$ cat config.mk
export PLATFORM = sky130hd
export DESIGN_NAME = myriadrf_usb_tx_unpack
export DESIGN_NICKNAME = d
export VERILOG_FILES = /design/src/rtl/myriadrf_usb_tx_unpack.sv
export SDC_FILE = /design/constraint.sdc
export NUM_CORES = 1
export LEC_CHECK = 0
export ABC_AREA = 1
export BUFFER_PORTS_ARGS = -buffer_cell sky130_fd_sc_hd__buf_2
export CAP_MARGIN = 20
export CORE_MARGIN = 2
export CORE_UTILIZATION = 51
export DETAILED_ROUTE_END_ITERATION = 8
export GPL_TIMING_DRIVEN = 0
export HOLD_SLACK_MARGIN = 0.05
export PLACE_DENSITY = 0.85
export SLEW_MARGIN = 15
export SYNTH_ARGS = -nofsm -noshare
export SYNTH_HDL_FRONTEND = slang
export SYNTH_SLANG_ARGS = --single-unit
$ cat constraint.sdc
create_clock -name wb_clk -period 3.51 [get_ports wb_clk]
set_input_delay 0.351 -clock wb_clk [delete_from_list [all_inputs] [get_ports wb_clk]]
set_output_delay 0.351 -clock wb_clk [all_outputs]
set_load 0.03 [all_outputs]
$ cat src/rtl/myriadrf_usb_tx_unpack.sv
// myriadrf_usb_tx_unpack
//
// Unpacks the USB host-to-device word stream (three 16-bit words per pair of
// 12-bit IQ samples) into 24-bit samples {I[11:0], Q[11:0]} for the MyriadRF
// TX chain. Everything runs in the wb_clk domain.
//
// Optional build macro: MYRIADRF_USB_TX_TESTPAT_EN
//   When defined, test_pat_i (with enable_i) replaces the USB data with a
//   12-bit ramp presented as {ramp, ~ramp}. When undefined, test_pat_i is
//   ignored and no ramp logic exists.
//
// Ports:
//   wb_clk          block clock
//   wb_rst          synchronous active-high reset
//   enable_i        unpacker enable
//   test_pat_i      selects the ramp generator (testpat build only)
//   usb_s_data_i    USB word
//   usb_s_valid_i   USB word valid
//   usb_s_ready_o   USB word accepted when high together with valid
//   m_data_o        sample, I in [23:12], Q in [11:0]
//   m_valid_o       sample valid
//   m_ready_i       downstream ready
//   sample_cnt_o    samples delivered (valid && ready), wraps modulo 2^32
//   partial_drop_o  one-cycle pulse when a partial sample pair is discarded

module myriadrf_usb_tx_unpack (
  input  logic        wb_clk,
  input  logic        wb_rst,
  input  logic        enable_i,
  input  logic        test_pat_i,
  input  logic [15:0] usb_s_data_i,
  input  logic        usb_s_valid_i,
  output logic        usb_s_ready_o,
  output logic [23:0] m_data_o,
  output logic        m_valid_o,
  input  logic        m_ready_i,
  output logic [31:0] sample_cnt_o,
  output logic        partial_drop_o
);

  typedef enum logic [1:0] {P0, P1, P2} phase_e;

  phase_e      phase_q, phase_d;
  logic [15:0] residue_q, residue_d;
  logic [23:0] mData_q, mData_d;
  logic        mValid_q, mValid_d;
  logic [31:0] sampleCnt_q, sampleCnt_d;
  logic        partialDrop_q, partialDrop_d;

  logic        testMode;
  logic        accept;
  logic        regDrain;
  logic        delivered;

`ifdef MYRIADRF_USB_TX_TESTPAT_EN
  logic [11:0] ramp_q, ramp_d;

  assign testMode  = test_pat_i & enable_i;
  assign m_valid_o = testMode ? 1'b1 : mValid_q;
  assign m_data_o  = testMode ? {ramp_q, ~ramp_q} : mData_q;

  // The ramp only advances on samples it actually delivers, and keeps its
  // value across leaving test mode.
  always_comb begin
    ramp_d = ramp_q;
    if (testMode && m_ready_i) ramp_d = ramp_q + 12'd1;
  end

  always_ff @(posedge wb_clk) begin
    if (wb_rst) ramp_q <= 12'd0;
    else        ramp_q <= ramp_d;
  end
`else
  // Without the ramp build the select input has no effect.
  assign testMode  = test_pat_i & 1'b0;
  assign m_valid_o = mValid_q;
  assign m_data_o  = mData_q;
`endif

  // W0 never produces a sample, so it can always be taken; W1/W2 need the
  // output register free or emptying this cycle.
  assign usb_s_ready_o = enable_i && !wb_rst && !testMode &&
                         (phase_q == P0 || !mValid_q || m_ready_i);
  assign accept        = usb_s_valid_i && usb_s_ready_o;

  // While the ramp owns the output, a held USB sample is kept, not drained.
  assign regDrain  = mValid_q && m_ready_i && !testMode;
  assign delivered = m_valid_o && m_ready_i;

  assign sample_cnt_o   = sampleCnt_q;
  assign partial_drop_o = partialDrop_q;

  always_comb begin
    phase_d       = phase_q;
    residue_d     = residue_q;
    mData_d       = mData_q;
    mValid_d      = mValid_q;
    partialDrop_d = 1'b0;
    sampleCnt_d   = delivered ? sampleCnt_q + 32'd1 : sampleCnt_q;

    if (regDrain) mValid_d = 1'b0;

    if (!enable_i || testMode) begin
      // Abandon any half-received pair; a held sample stays deliverable.
      phase_d       = P0;
      residue_d     = 16'd0;
      partialDrop_d = (phase_q != P0);
    end else if (accept) begin
      unique case (phase_q)
        P0: begin
          residue_d = usb_s_data_i;
          phase_d   = P1;
        end
        P1: begin
          mData_d   = {residue_q, usb_s_data_i[15:8]};
          mValid_d  = 1'b1;
          residue_d = {8'd0, usb_s_data_i[7:0]};
          phase_d   = P2;
        end
        P2: begin
          mData_d   = {residue_q[7:0], usb_s_data_i};
          mValid_d  = 1'b1;
          residue_d = 16'd0;
          phase_d   = P0;
        end
        default: phase_d = P0;
      endcase
    end
  end

  always_ff @(posedge wb_clk) begin
    if (wb_rst) begin
      phase_q       <= P0;
      residue_q     <= 16'd0;
      mData_q       <= 24'd0;
      mValid_q      <= 1'b0;
      sampleCnt_q   <= 32'd0;
      partialDrop_q <= 1'b0;
    end else begin
      phase_q       <= phase_d;
      residue_q     <= residue_d;
      mData_q       <= mData_d;
      mValid_q      <= mValid_d;
      sampleCnt_q   <= sampleCnt_d;
      partialDrop_q <= partialDrop_d;
    end
  end

endmodule

==> results.yml <==
floorplanning:
  rows: 31
  floorplan.die.height_um: 91.6
  start_util_pct: 53.3
  design.core.area_sq_um: 7330
  chipWidth_um: 91.6
  die_area_sq_um: 8380
  pin_count: 81
timing:
  timing.max_slew.rel_slack_pct: 65.3
  finalSetupTns_ps: 0
  clock_skew_ps: 8.72
  maxSlewViolCount: 0
  grt_setup_unrepaired: "false"
  post-route-min-period_ps: 2100
  final_hold_viol_count: 0
  hold_ws_ps: 191
  finalSetupViolCount: 0
  worst-slew-pin-transition_ps: 521
  max_freq_mhz: 475
  final.period_utilization_pct: 60.0
route:
  route.detailed.vias_per_inst: 5.30
  iter_0_drt_violations: 245
  via_count: 4048
  drt-wirelength-per-cell_um: 13.7
  ant_nets: 0
  residual_drc_count: 0
  route.final.wire_length_um: 10400
  drt_pre_antenna_iters: 9
power:
  switchingPower_uw: 416
  seqPwrFrac_pct: 49.6
  comb_power_share_pct: 7.2
  power_density_nw_per_um2: 379
  vdd.ir_drop.worst_uv: 261
  sw_frac_of_total_pct: 23.7
  internal_power_uw: 1340
  leakage_uw: 0.00200
  power.share.clock_pct: 43.1
setup_path:
  critical_path.top_delay_family: "buffers and inverters"
  worst-path-max-fanout: 10
  setup.worst_path.start_class: "flop"
  worst_path_most_repeated_cell: "inv_1"
  cp_data_required_time_ps: 3160
  timing.setup.critical_path_class: "flop to output port"
  timing.critical_path.slowest_stage_cell: "dfxtp_1"
  worstPathBufferInverterCount: 5
  worst_setup_path_end_kind: "output port"
  r2r.worst_path.cells: 7
  cp.arrival_ps: 1750
  critical_path_cell_count: 8
  critPathMaxStageDelay_ps: 410
  worstPathCellList: "inv_1 > ha_1 > inv_1 > nand2_1 > nand2_2 > inv_4 > buf_4 > buf_2"
cells_and_area:
  finish.net_count: 689
  area_growth_pct: 18.8
  insertedDiodeCount: 0
  final_layout_size_suffix_gt1_share_pct: 19.8
  layout.filler_cells: 672
global_route:
  grt_most_used_layer: "met2"
  wire_length_of_the_first_global_routing_pass_um: 17300
  m3_gr_usage_pct: 5.23
  groute.layer.met1.usage_pct: 30.6
  track_usage_pct: 25.7
  globalRouteOverflowTotal: 0
  number_of_antenna_violations_at_the_first_check_in_global_routing: 0
  grtUsageMet2_pct: 44.9
  grt_start_max_net_pins: 13
  number_of_global_route_vias_before_repair: 3677
clock_tree:
  cts_buffer_count: 9
  cts_hold_buffers: 0
  cts-root-to-sink-buffers: 2
  cts_setup_buffers: 0
  tritoncts_clock_tree: "yes"
  h-tree-depth: 3
  clock_tree.root_cell: "clkbuf_8"
  post_cts_resized: 0
  number_of_sinks_handled_by_clock_tree_synthesis: 76
  clkSlewWorstSetupHoldPaths_ps: 80
  worst_skew_pair.late_latency_ps: 350
synth:
  synth_warn: 0
  yosys_register_bits: 76
  syn_avg_cell_area_sq_um: 6.82
  synth_cell_types: 33
  synthesis.nets: 601
  synth_sequential_area_ratio_pct: 38.9
  synth.cell_area_sq_um: 3910
  netlist_instances: 573
flow_run:
  maxCapViolations: 0
place:
  gp_congestion: 1.01
  placement.io_buffers: 77
  dp_hpwl_um: 7750
worst_hold_path:
  whs_path_depth: 2
  hold_path.class: "input port to flop"
outcome:
  status: "finished, final reports clean"
## final cells by class
type | instances | area (sq um) | area share [%]
clock buffers | 11 | 151 | 3.26
plain buffers | 28 | 135 | 2.91
flip-flops and latches | 76 | 1520 | 32.8
repair buffers | 77 | 385 | 8.30
well taps | 99 | 124 | 2.67
clock inverters | 4 | 72.6 | 1.56
multi-input cells | 396 | 1980 | 42.6
inverters | 73 | 277 | 5.96
## layer usage
| metal | vias to the layer above | wire [um] |
|---|---|---|
| met5 | - | 0 |
| met4 | 0 | 241 |
| met3 | 28 | 744 |
| met2 | 173 | 5010 |
| met1 | 1830 | 4450 |
| li1 | 2017 | - |
## cells in the final DEF, fill, tap and decap left out, types with 2 or more instances in the layout
cell type and instances:
clkbuf_1 10, buf_4 2, inv_1 72, nor2_4 5, dfxtp_1 76, xor2_1 2
buf_2 89, nand4_1 33, buf_1 3, nand2_2 4, o21ai_0 47, nand3_4 3
nand3_1 19, nor3_1 5, ha_1 6, bufinv_16 2, nand2_1 131, nor3b_1 8
and2_1 2, nor2_2 6, a21oi_1 45, nor2_1 69, nand3_2 2, clkbuf_8 11
## power groups by stage
stage	clock [uW]	combinational (uW)	sequential (uW)
detailed placement	0	124	893
global placement	0	121	892
floorplan	0	78.7	896
CTS	763	125	872
global route	801	140	873
finish	758	127	873
## cell usage after synthesis
| cell type | instances | share of area, % |
|---|---|---|
| inv_4 | 1 | 0.16 |
| nand4_2 | 1 | 0.32 |
| nand3b_1 | 1 | 0.19 |
| nand3_2 | 2 | 0.51 |
| nor2_4 | 5 | 1.4 |
| o21bai_1 | 1 | 0.19 |
| a31oi_1 | 1 | 0.16 |
| clkbuf_1 | 10 | 0.96 |
| nand2_2 | 4 | 0.64 |
| and2_1 | 2 | 0.32 |
| o21ai_0 | 47 | 6.0 |
| buf_2 | 12 | 1.5 |
| a21oi_1 | 45 | 5.8 |
| nand3_1 | 19 | 2.4 |
| nor3_2 | 1 | 0.26 |
| xor2_1 | 2 | 0.45 |
| nand4_1 | 33 | 5.3 |
| nor3b_1 | 8 | 1.5 |
| inv_1 | 72 | 6.9 |
| o21a_1 | 1 | 0.19 |
| nand2_1 | 131 | 13 |
| buf_4 | 2 | 0.38 |
| nor3_1 | 5 | 0.64 |
| nor2_2 | 6 | 0.96 |
| ha_1 | 6 | 1.9 |
| nor2_8 | 1 | 0.51 |
| buf_1 | 3 | 0.29 |
| o21ai_1 | 1 | 0.13 |
| dfxtp_1 | 76 | 39 |
| nor2_1 | 69 | 6.6 |
| or2_2 | 1 | 0.16 |
| buf_6 | 1 | 0.29 |
| nand3_4 | 3 | 1.3 |
## logic make-up after synthesis
| kind of cell | synth area share (%) |
|---|---|
| AOI/OAI and AO/OA | 12.4 |
| xor gates and xnor gates | 0.448 |
| and+or+nand+nor | 35.7 |
| DFF | 38.9 |
| adders and majority gates | 1.92 |
| buffers and inverters | 10.5 |
## registers in the layout, summed over array words and instances, names as in the netlist
name,cells
m_data_o,24
m_valid_o,1
partial_drop_o,1
phase_q,2
residue_q,16
sample_cnt_o,32
## worst reg2reg max path: stages, from the launching register on
cell,delay (ps)
dfxtp_1,410
inv_1,90
ha_1,280
buf_2,190
clkbuf_1,440
nor2_1,130
o21ai_0,230
nor2_1,60
## worst paths after layout
kind                       startpoint                   endpoint  slack (ps)
max           phase_q[0]$_SDFFE_PP0P_              usb_s_ready_o        1410
min                          enable_i  partial_drop_o$_SDFF_PP0_         190
min reg2reg  m_data_o[1]$_SDFFE_PP0P_   m_data_o[1]$_SDFFE_PP0P_         460
max reg2reg   phase_q[0]$_SDFFE_PP0P_  residue_q[9]$_SDFFE_PP0P_        1560
## metrics by stage
step | setup WS [ps] | std cells | utilization (%) | cell area, sq um | total power [uW]
finish | 1410 | 764 | 63.3 | 4640 | 1760
global route | 1290 | 764 | 63.3 | 4640 | 1810
CTS | 1400 | 764 | 63.3 | 4640 | 1760
detailed placement | 1640 | 749 | 60.3 | 4420 | 1020
global placement | 1660 | 749 | 60.3 | 4420 | 1010
floorplan | 1860 | 573 | - | 3910 | 975
No activity file was read; power rests on OpenSTA's default activity.
